## config.mk

```make
export PLATFORM = sky130hd
export DESIGN_NAME = m_adder_arbiter
export DESIGN_NICKNAME = d
export VERILOG_FILES = /design/src/rtl/adder_arb_pkg.sv /design/src/rtl/m_adder.sv /design/src/rtl/m_adder_rsp_slot.sv /design/src/rtl/m_adder_arbiter.sv
export SDC_FILE = /design/constraint.sdc
export NUM_CORES = 1
export LEC_CHECK = 0
export CAP_MARGIN = 20
export CORE_UTILIZATION = 40
export DETAILED_ROUTE_END_ITERATION = 10
export GPL_TIMING_DRIVEN = 0
export PLACE_DENSITY = 0.78
export SLEW_MARGIN = 20
export SYNTH_ARGS = -nofsm -noshare
export SYNTH_HDL_FRONTEND = slang
export SYNTH_SLANG_ARGS = --single-unit
```

## constraint.sdc

```tcl
create_clock -name i_clk_1 -period 15.7 [get_ports i_clk_1]
set_input_delay 3.14 -clock i_clk_1 [delete_from_list [all_inputs] [get_ports i_clk_1]]
set_output_delay 3.14 -clock i_clk_1 [all_outputs]
set_load 0.1 [all_outputs]
```

## src/rtl/adder_arb_pkg.sv

```systemverilog
// Shared definitions for the two-requester adder arbiter: datapath width,
// requester ids, response-slot states and the last-grant reset value.
package adder_arb_pkg;

  localparam int P_WIDTH = 64;

  // Requester identifiers as carried on the grant path.
  localparam logic REQ0 = 1'b0;
  localparam logic REQ1 = 1'b1;

  // Response slot occupancy.
  typedef enum logic {
    SLOT_EMPTY = 1'b0,
    SLOT_FULL  = 1'b1
  } slot_state_t;

  // Last grant comes up as requester 1 so requester 0 wins the first tie.
  localparam logic LAST_GRANT_RST = REQ1;

  // Conditionally invert an operand; used to turn add into subtract.
  function automatic logic [P_WIDTH-1:0] cond_invert(input logic [P_WIDTH-1:0] value,
                                                     input logic              invert);
    return value ^ {P_WIDTH{invert}};
  endfunction

endpackage

```

## src/rtl/m_adder.sv

```systemverilog
// 64-bit carry-select adder: 16-bit blocks each compute both carry-in
// hypotheses and the incoming block carry picks one. Purely combinational.
module m_adder
  import adder_arb_pkg::*;
(
  input  logic [P_WIDTH-1:0] a,
  input  logic [P_WIDTH-1:0] b,
  input  logic               cin,
  output logic [P_WIDTH-1:0] sum,
  output logic               cout
);

  localparam int BLK  = 16;
  localparam int NBLK = P_WIDTH / BLK;

  logic [NBLK:0] carry_s;

  assign carry_s[0] = cin;

  for (genvar i = 0; i < NBLK; i++) begin : g_blk
    logic [BLK:0] res_c0_s;
    logic [BLK:0] res_c1_s;

    assign res_c0_s = {1'b0, a[i*BLK +: BLK]} + {1'b0, b[i*BLK +: BLK]};
    assign res_c1_s = {1'b0, a[i*BLK +: BLK]} + {1'b0, b[i*BLK +: BLK]} + 17'd1;

    assign sum[i*BLK +: BLK] = carry_s[i] ? res_c1_s[BLK-1:0] : res_c0_s[BLK-1:0];
    assign carry_s[i+1]      = carry_s[i] ? res_c1_s[BLK]     : res_c0_s[BLK];
  end

  assign cout = carry_s[NBLK];

endmodule

```

## src/rtl/m_adder_rsp_slot.sv

```systemverilog
// One-entry registered response slot for one requester. It fills on an
// accept, empties on a response handshake, and stays full on a same-cycle
// drain plus refill so a single requester can run at one result per cycle.
module m_adder_rsp_slot
  import adder_arb_pkg::*;
(
  input  logic               clk,
  input  logic               rst_n,
  input  logic               fill,
  input  logic [P_WIDTH-1:0] fill_sum,
  input  logic               fill_cout,
  input  logic               rsp_ready,
  output logic               rsp_valid,
  output logic [P_WIDTH-1:0] rsp_sum,
  output logic               rsp_cout,
  output logic               free
);

  slot_state_t        state_r;
  slot_state_t        state_s;
  logic [P_WIDTH-1:0] sum_r;
  logic               cout_r;
  logic               drain_s;

  assign drain_s   = (state_r == SLOT_FULL) & rsp_ready;
  assign free      = (state_r == SLOT_EMPTY) | drain_s;
  assign rsp_valid = (state_r == SLOT_FULL);
  assign rsp_sum   = sum_r;
  assign rsp_cout  = cout_r;

  // Next occupancy from fill and drain.
  always_comb begin
    state_s = state_r;
    case (state_r)
      SLOT_EMPTY: begin
        if (fill) begin
          state_s = SLOT_FULL;
        end else begin
          state_s = SLOT_EMPTY;
        end
      end
      SLOT_FULL: begin
        if (fill) begin
          state_s = SLOT_FULL;
        end else if (rsp_ready) begin
          state_s = SLOT_EMPTY;
        end else begin
          state_s = SLOT_FULL;
        end
      end
      default: state_s = SLOT_EMPTY;
    endcase
  end

  // Occupancy register; reset drops any held result without a handshake.
  always_ff @(posedge clk) begin
    if (!rst_n) begin
      state_r <= SLOT_EMPTY;
    end else begin
      state_r <= state_s;
    end
  end

  // Result register; loads only on accept so a stalled response stays stable.
  always_ff @(posedge clk) begin
    if (!rst_n) begin
      sum_r  <= {P_WIDTH{1'b0}};
      cout_r <= 1'b0;
    end else if (fill) begin
      sum_r  <= fill_sum;
      cout_r <= fill_cout;
    end else begin
      sum_r  <= sum_r;
      cout_r <= cout_r;
    end
  end

endmodule

```

## src/rtl/m_adder_arbiter.sv

```systemverilog
// Shares one carry-select adder between two requesters. A combinational
// arbiter grants at most one eligible requester per cycle (round-robin or
// fixed priority); the result lands in that requester's response slot one
// cycle later.
module m_adder_arbiter #(
  parameter bit P_RR_EN = 1'b1,
  parameter int P_WIDTH = 64
) (
  input  logic               i_clk_1,
  input  logic               i_rstN_1,
  input  logic               i_req0Valid_1,
  output logic               o_req0Ready_1,
  input  logic [P_WIDTH-1:0] i_req0Op1_64,
  input  logic [P_WIDTH-1:0] i_req0Op2_64,
  input  logic               i_req0Sub_1,
  output logic               o_rsp0Valid_1,
  input  logic               i_rsp0Ready_1,
  output logic [P_WIDTH-1:0] o_rsp0Sum_64,
  output logic               o_rsp0Cout_1,
  input  logic               i_req1Valid_1,
  output logic               o_req1Ready_1,
  input  logic [P_WIDTH-1:0] i_req1Op1_64,
  input  logic [P_WIDTH-1:0] i_req1Op2_64,
  input  logic               i_req1Sub_1,
  output logic               o_rsp1Valid_1,
  input  logic               i_rsp1Ready_1,
  output logic [P_WIDTH-1:0] o_rsp1Sum_64,
  output logic               o_rsp1Cout_1
);

  import adder_arb_pkg::*;

  logic               last_grant_r;
  logic               grant_valid_s;
  logic               grant_id_s;
  logic               free0_s;
  logic               free1_s;
  logic               elig0_s;
  logic               elig1_s;
  logic [P_WIDTH-1:0] add_a_s;
  logic [P_WIDTH-1:0] add_b_s;
  logic               add_cin_s;
  logic [P_WIDTH-1:0] add_sum_s;
  logic               add_cout_s;
  logic               fill0_s;
  logic               fill1_s;

  assign elig0_s = i_req0Valid_1 & free0_s;
  assign elig1_s = i_req1Valid_1 & free1_s;

  // Pick at most one requester; nothing is granted while reset is asserted.
  always_comb begin
    grant_valid_s = 1'b0;
    grant_id_s    = REQ0;
    if (!i_rstN_1) begin
      grant_valid_s = 1'b0;
      grant_id_s    = REQ0;
    end else if (elig0_s && elig1_s) begin
      grant_valid_s = 1'b1;
      if (P_RR_EN) begin
        grant_id_s = ~last_grant_r;
      end else begin
        grant_id_s = REQ0;
      end
    end else if (elig0_s) begin
      grant_valid_s = 1'b1;
      grant_id_s    = REQ0;
    end else if (elig1_s) begin
      grant_valid_s = 1'b1;
      grant_id_s    = REQ1;
    end else begin
      grant_valid_s = 1'b0;
      grant_id_s    = REQ0;
    end
  end

  assign fill0_s       = grant_valid_s & (grant_id_s == REQ0);
  assign fill1_s       = grant_valid_s & (grant_id_s == REQ1);
  assign o_req0Ready_1 = fill0_s;
  assign o_req1Ready_1 = fill1_s;

  // Steer the granted request onto the shared adder; subtract is a + ~b + 1.
  always_comb begin
    add_a_s   = i_req0Op1_64;
    add_b_s   = cond_invert(i_req0Op2_64, i_req0Sub_1);
    add_cin_s = i_req0Sub_1;
    if (grant_id_s == REQ1) begin
      add_a_s   = i_req1Op1_64;
      add_b_s   = cond_invert(i_req1Op2_64, i_req1Sub_1);
      add_cin_s = i_req1Sub_1;
    end else begin
      add_a_s   = i_req0Op1_64;
      add_b_s   = cond_invert(i_req0Op2_64, i_req0Sub_1);
      add_cin_s = i_req0Sub_1;
    end
  end

  // Remember who won last so the next tie goes the other way.
  always_ff @(posedge i_clk_1) begin
    if (!i_rstN_1) begin
      last_grant_r <= LAST_GRANT_RST;
    end else if (grant_valid_s) begin
      last_grant_r <= grant_id_s;
    end else begin
      last_grant_r <= last_grant_r;
    end
  end

  m_adder u_adder (
    .a    (add_a_s),
    .b    (add_b_s),
    .cin  (add_cin_s),
    .sum  (add_sum_s),
    .cout (add_cout_s)
  );

  m_adder_rsp_slot u_slot0 (
    .clk       (i_clk_1),
    .rst_n     (i_rstN_1),
    .fill      (fill0_s),
    .fill_sum  (add_sum_s),
    .fill_cout (add_cout_s),
    .rsp_ready (i_rsp0Ready_1),
    .rsp_valid (o_rsp0Valid_1),
    .rsp_sum   (o_rsp0Sum_64),
    .rsp_cout  (o_rsp0Cout_1),
    .free      (free0_s)
  );

  m_adder_rsp_slot u_slot1 (
    .clk       (i_clk_1),
    .rst_n     (i_rstN_1),
    .fill      (fill1_s),
    .fill_sum  (add_sum_s),
    .fill_cout (add_cout_s),
    .rsp_ready (i_rsp1Ready_1),
    .rsp_valid (o_rsp1Valid_1),
    .rsp_sum   (o_rsp1Sum_64),
    .rsp_cout  (o_rsp1Cout_1),
    .free      (free1_s)
  );

endmodule

```

=== Word level (Yosys, flattened, before mapping) ===
Index checks and enable logic that the tools add are counted.

* Register bits after elaboration: 133
* Input port bits: 264
* Output and inout port bits: 134

* Add/subtract/negate cells: 8
* Mux-type cells: 26
* Bitwise logic cells: 14
* Reduce and logical (&&, ||, !) cells: 1

{| class="wikitable"
|+ Operators by type and width
! operator !! count
|-
| 2-to-1 mux 64 bit || 2
|-
| bitwise XOR 64 bit || 2
|-
| adder 16 x 16 -> 17 bit || 4
|-
| adder 17 x 1 -> 17 bit, second input constant || 4
|-
| 2-to-1 mux 16 bit || 4
|-
| 2-to-1 mux 1 bit || 18
|-
| AND 1 bit || 6
|-
| NOT 1 bit || 4
|-
| case mux 1 bit (2 select lines) || 2
|-
| bitwise OR 1 bit || 2
|-
| logical AND 1 bit || 1
|}

=== Logic depth before layout (Yosys ltp) ===
* Depth in word-level cells: 14
* Mapped depth: 26
* Gate-level depth less buffers: 20

=== By module ===
A second synthesis with hierarchy kept.

* Cell total of the unflattened synthesis: 1344
* Area total of the unflattened synthesis: 12550.8 sq um

{| class="wikitable"
|+ Modules (own cells, without submodules)
! module !! times used !! cells each !! area each (sq um) !! seq. area each (sq um)
|-
| m_adder_rsp_slot || 2 || 214 || 2546.2 || 1321.3
|-
| m_adder || 1 || 622 || 4528.1 || 0.0
|-
| m_adder_arbiter || 1 || 294 || 2930.3 || 20.0
|}

=== Least setup slack after synthesis ===
No wires, ideal clock.

* Path kind: input to register
* From: input port i_rstN_1
* To: register u_slot0.sum_r[57] (netlist: u_slot0.rsp_sum[57])
* Setup time: 0.066 ns
* Data arrival time: 8.736 ns
* Setup slack: 6.899 ns
* Stages on the path: 23
* Path buffers: 5
* Path through: clkbuf_1 and3_1 nand2_1 inv_1 clkbuf_1 clkbuf_1 clkbuf_1 nand2_1 nand2_1 ha_1 a21o_1 a211oi_2 a211o_1 nand2_1 o41ai_1 o21ai_0 nand4b_1 mux2_4 mux2i_4 xnor2_2 buf_4 or4_1 nand3_1

* Longest elaborated chain between the ends: 8
* Elaborated cells on any way between the ends: 19
* Those cells by class: 8 x add/sub; 9 x mux; 2 x bitwise

{| class="wikitable"
|+ RTL lines
! element !! RTL line !! source
|-
| start: declaration || m_adder_arbiter.sv:10 || <nowiki>input logic i_rstN_1,</nowiki>
|-
| 2-to-1 mux 1 bit || m_adder_arbiter.sv:55 || <nowiki>if (!i_rstN_1) begin</nowiki>
|-
| 2-to-1 mux 64 bit || m_adder_arbiter.sv:87 || <nowiki>if (grant_id_s == REQ1) begin</nowiki>
|-
| adder 16 x 16 -> 17 bit || m_adder.sv:24, m_adder.sv:25 ||
|-
| adder 17 x 1 -> 17 bit || m_adder.sv:25 || <nowiki>assign res_c1_s = {1'b0, a[i*BLK +: BLK]} + {1'b0, b[i*BLK +: BLK]} + 17'd1;</nowiki>
|-
| 2-to-1 mux 1 bit (3 in a row) || m_adder.sv:28 || <nowiki>assign carry_s[i+1] = carry_s[i] ? res_c1_s[BLK] : res_c0_s[BLK];</nowiki>
|-
| 2-to-1 mux 16 bit || m_adder.sv:27 || <nowiki>assign sum[i*BLK +: BLK] = carry_s[i] ? res_c1_s[BLK-1:0] : res_c0_s[BLK-1:0];</nowiki>
|-
| end signal: assignment || m_adder_rsp_slot.sv:67 || <nowiki>sum_r <= {P_WIDTH{1'b0}};</nowiki>
|-
| end signal: assignment || m_adder_rsp_slot.sv:70 || <nowiki>sum_r <= fill_sum;</nowiki>
|-
| end signal: assignment || m_adder_rsp_slot.sv:73 || <nowiki>sum_r <= sum_r;</nowiki>
|-
| end: declaration || m_adder_rsp_slot.sv:21 || <nowiki>logic [P_WIDTH-1:0] sum_r;</nowiki>
|}

Parallel ways exist; a longest one is shown, timed or not.
A chain may end at the register's enable or synchronous reset.

=== Worst setup path after layout ===
* From: input port i_rsp1Ready_1
* To: register u_slot1.sum_r[36] (netlist: u_slot1.rsp_sum[36])

* Longest elaborated chain between the ends: 13
* Elaborated cells on any way between the ends: 24
* Those cells by class: 6 x add/sub; 13 x mux; 4 x bitwise; 1 x reduce/logical

{| class="wikitable"
|+ RTL lines
! element !! RTL line !! source
|-
| start: declaration || m_adder_arbiter.sv:26 || <nowiki>input logic i_rsp1Ready_1,</nowiki>
|-
| AND 1 bit (*) || m_adder_rsp_slot.sv:25 || <nowiki>assign drain_s = (state_r == SLOT_FULL) & rsp_ready;</nowiki>
|-
| bitwise OR 1 bit (*) || m_adder_rsp_slot.sv:26 || <nowiki>assign free = (state_r == SLOT_EMPTY) | drain_s;</nowiki>
|-
| AND 1 bit (*) || m_adder_arbiter.sv:49 || <nowiki>assign elig1_s = i_req1Valid_1 & free1_s;</nowiki>
|-
| 2-to-1 mux 1 bit || m_adder_arbiter.sv:68 || <nowiki>end else if (elig1_s) begin</nowiki>
|-
| 2-to-1 mux 1 bit || m_adder_arbiter.sv:65 || <nowiki>end else if (elig0_s) begin</nowiki>
|-
| 2-to-1 mux 1 bit || m_adder_arbiter.sv:58 || <nowiki>end else if (elig0_s && elig1_s) begin</nowiki>
|-
| 2-to-1 mux 1 bit || m_adder_arbiter.sv:55 ||
|-
| 2-to-1 mux 64 bit || m_adder_arbiter.sv:87 ||
|-
| adder 16 x 16 -> 17 bit || m_adder.sv:24, m_adder.sv:25 ||
|-
| adder 17 x 1 -> 17 bit || m_adder.sv:25 ||
|-
| 2-to-1 mux 1 bit (2 in a row) || m_adder.sv:28 ||
|-
| 2-to-1 mux 16 bit || m_adder.sv:27 ||
|-
| end signal: assignment || m_adder_rsp_slot.sv:67 ||
|-
| end signal: assignment || m_adder_rsp_slot.sv:70 ||
|-
| end signal: assignment || m_adder_rsp_slot.sv:73 ||
|-
| end: declaration || m_adder_rsp_slot.sv:21 ||
|}

Every way passes the cells marked *; elsewhere a longest branch is shown, timed or not.

==> results.yml <==
global_route:
  grt_pass1_wl_mm: 72.8
  grt_max_degree: 17
  gr-total-overflow: 0
  top_usage_layer: "met2"
  track_usage_pct: 31.3
  antenna_found_initial: 0
  grt_pass1_vias: 12900
  grt.met1_usage_pct: 38.8
  grtUsageMet3_pct: 4.58
  gr-usage-met2_pct: 53.9
clock_network:
  post_cts_resized: 0
  cts_root_buf: "clkbuf_16"
  cts_buffers: 17
  cts_hold_buf: 0
  cts_max_level: 4
  clk_latency_ns: 0.43
  cts_setup_buffers: 0
  cts.clk_slew.worst_paths_ns: 0.06
  cts_tree: "done"
  clock_path_buffers: 2
  clock_sinks: 133
placed_design:
  gp_congestion: 0.941
  placedCellCount: 2409
  dp_hpwl_mm: 40.1
  pre_cts_slack_ns: 4.58
  port_buffers: 396
cells_and_area:
  final_cells: 2440
  utilization_pct: 58.3
  drive_gt1_share_pct: 2.58
  diodes: 0
  fin_nets: 2380
  area.growth.synth_to_final_pct: 43.1
  nFillCells: 2671
critical_path:
  timing.reg2reg.setup_slack_ns: 7.88
  cp_slowest_cell: "buf_1"
  r2r_cells: 23
  cp_cell_sequence: "clkdlybuf4s50_1, nand2b_1, and3_1, nand2_1, inv_1, clkbuf_1, clkbuf_1, buf_1, nand2_1, nand2_1, ha_1, a211oi_2, o21ai_0, a211oi_1, xnor2_1, inv_1, or4_4, a2111oi_4, mux2_4, xnor2_1, buf_2, nand4_1, xnor2_1, o21ai_0"
  worst_r2r_startpoint: "u_slot1.rsp_valid"
  cp.required_ns: 16.00
  path_buf_inv: 7
  slowest_delay_ns: 0.75
  worstSetupPathType: "input pin to flip-flop"
  r2r_end: "u_slot1.rsp_sum[36]"
  startpoint_type: "input pin"
  crit_path_max_fanout: 10
  crit_arrival_ns: 11.02
  crit_family: "buffers and inverters"
  critPathLaunch: "i_rsp1Ready_1"
  critPathCaptureType: "flip-flop"
job:
  drv_cap: 0
sta:
  rsz0062_at_grt: "no"
  slew_violations: 0
  setup_viol: 0
  fmax_mhz: 93.3
  fin_ws_ns: 4.98
  period_needed_ns: 10.72
  hold_viol_final: 0
  relSlewSlack_pct: 26.0
  skew_ns: 0.00738
  period_share_pct: 68.3
  worstMarginPinSlew_ns: 1.11
  fin_setup_tns_ns: 0
routing:
  drt-total-wl_mm: 48.7
  wire_per_inst_um: 20.0
  post-route-drc-count: 0
  drt-initial-drc-count: 1002
  first_pass_iters: 7
  vias: 13600
  avgViaCountPerCell: 5.59
  ant_nets: 0
hold_path:
  holdPathEnd: "u_slot0.rsp_sum[2]"
  min_path_cells: 2
  min_from: "u_slot0.rsp_sum[2]"
  hold_class: "flip-flop to flip-flop"
die:
  die_area_um2: 30000
  rows: 62
  fp.dieH_um: 173
  io_pins: 398
  initial_utilization_pct: 40.8
  core_area_um2: 28800
  die_w_um: 173
yosys:
  ys.warnings.count: 0
  synth-seq-area-share_pct: 22.7
  netlist_area_um2: 11700
  synth-async-reset-ratio_pct: 0
  synth_cell_type_count: 78
  synth_top_family_by_area: "simple AND/OR/NAND/NOR gates"
  synthesis.instances: 1629
  synthFlopType: "dfxtp_1"
  synth_compound_area_share_pct: 19.8
  synth_fa_ha_area_share_pct: 7.94
  synth_seq_cells: 133
  yosys-mux-area-fraction_pct: 1.05
  synth_edf_count: 0
  synth_fp_nets: 1965
  synth_xor_area_share_pct: 17.3
  synth-simple-area-share_pct: 26.9
  syn_area_per_cell_um2: 7.20
pwr:
  switching_share_pct: 52.4
  p_clk_share_pct: 18.4
  p_total_w: 0.00231
  ir_drop_mv: 0.0548
  p_comb_share_pct: 62.0
  power.density_nw_per_um2: 137
  p_leak_nw: 6.64
  seqPwrFrac_pct: 19.7
  p_int_w: 0.00110
  p_sw_w: 0.00121
outcome:
  status: "complete, no violations"
-- kinds of logic (layout without fill, tap and decap cells) --
kind of cell	after synthesis	after routing
XOR/XNOR	229	229
AND/OR/NAND/NOR	681	681
adder cells (fa/ha/maj)	72	72
AO/OA/AOI/OAI	377	377
multiplexers	10	10
flip-flops	133	133
buffers and inverters	127	554
-- registers in the layout, indices dropped and copies added, names as in the netlist --
signal	flops
last_grant_r	1
u_slot0.rsp_cout	1
u_slot0.rsp_sum	64
u_slot0.rsp_valid	1
u_slot1.rsp_cout	1
u_slot1.rsp_sum	64
u_slot1.rsp_valid	1
-- stage by stage --
stage,hold slack (ns),instance area (um2)
5_1_grt,0.471,16800
3_5_place_dp,0.447,16200
2_1_floorplan,0.443,11700
6_report,0.452,16800
3_3_place_gp,0.445,16200
4_1_cts,0.455,16800
-- how the worst max path moves through the flow --
stage                                endpoint  slack (ns)  depth (start not counted)
after global placement    u_slot1.rsp_sum[36]        4.59                         25
after global routing      u_slot1.rsp_sum[36]        4.48                         25
after CTS                 u_slot1.rsp_sum[36]        5.01                         25
after detailed placement  u_slot1.rsp_sum[36]        4.58                         25
final                     u_slot1.rsp_sum[36]        4.98                         24
after floorplan           u_slot0.rsp_sum[57]        6.90                         23
-- per-layer routing --
layer	routed length, um	vias to the layer above
met2	23100	599
met5	0	-
li1	-	6539
met1	20200	6411
met4	2000	0
met3	3390	99
-- placed cells by master (no fill, tap or decap), types with 4 or more instances in the layout --
cell / instances
a21o_1: 27
o21bai_1: 6
xor2_1: 104
clkdlybuf4s50_1: 396
nor2_1: 45
a211oi_1: 14
dfxtp_1: 133
o31ai_1: 9
a311o_1: 4
clkbuf_16: 17
or4_1: 9
nor2b_1: 7
nand4_1: 20
o21a_1: 8
ha_1: 68
mux2i_1: 7
o21ai_0: 191
and2_1: 9
or3_1: 11
a31oi_1: 10
o211ai_1: 8
nand3_1: 160
nor3_1: 22
fa_1: 4
nand2b_1: 12
xnor2_1: 123
inv_1: 22
a21oi_1: 51
nand2_1: 334
nor3b_1: 7
a32oi_1: 8
bufinv_16: 4
and3_1: 25
buf_1: 17
clkbuf_1: 83
a211o_1: 4
-- final cells by class --
class                           count  area (um2)  area share (%)
Multi-Input combinational cell   1369        8570            51.0
Timing Repair Buffer              396        3960            23.6
Sequential cell                   133        2660            15.9
Tap cell                          384         480            2.86
Clock buffer                       22         464            2.76
Buffer                            104         417            2.48
Clock inverter                      9         151           0.902
Inverter                           23        86.3           0.514
-- power groups by stage --
stage          clock network (W)  registers [W]  logic, W
2_1_floorplan                  0       0.000942  0.000524
5_1_grt                 0.000439       0.000460   0.00150
3_3_place_gp                   0       0.000457   0.00139
4_1_cts                 0.000422       0.000452   0.00142
3_5_place_dp                   0       0.000458   0.00141
6_report                0.000424       0.000454   0.00143
-- Yosys cell counts, drive strengths merged, types with 16 or more instances --
cell    count  area [um2]
nand4      21         138
nand3     160         801
nor3       22         110
a21oi      51         255
buf        24         116
nor2       45         169
clkbuf     80         300
a211oi     16         130
ha         68         851
dfxtp     133        2660
nand2     334        1250
inv        22        82.6
xor2      104         911
xnor2     125        1120
o21ai     191         956
a21o       27         203
and3       25         156
-- worst register-to-register path: stages (launching register included) --
cell,delay (ns)
dfxtp_1,0.30
nand2b_1,0.11
and3_1,0.33
nand2_1,0.20
inv_1,0.18
clkbuf_1,0.49
clkbuf_1,0.61
buf_1,0.75
nand2_1,0.14
nand2_1,0.09
ha_1,0.30
a211oi_2,0.28
o21ai_0,0.21
a211oi_1,0.53
xnor2_1,0.27
inv_1,0.10
or4_4,0.50
a2111oi_4,0.48
mux2_4,0.40
xnor2_1,0.51
buf_2,0.34
nand4_1,0.13
xnor2_1,0.32
o21ai_0,0.12
Power figures use the tool's default switching activity.
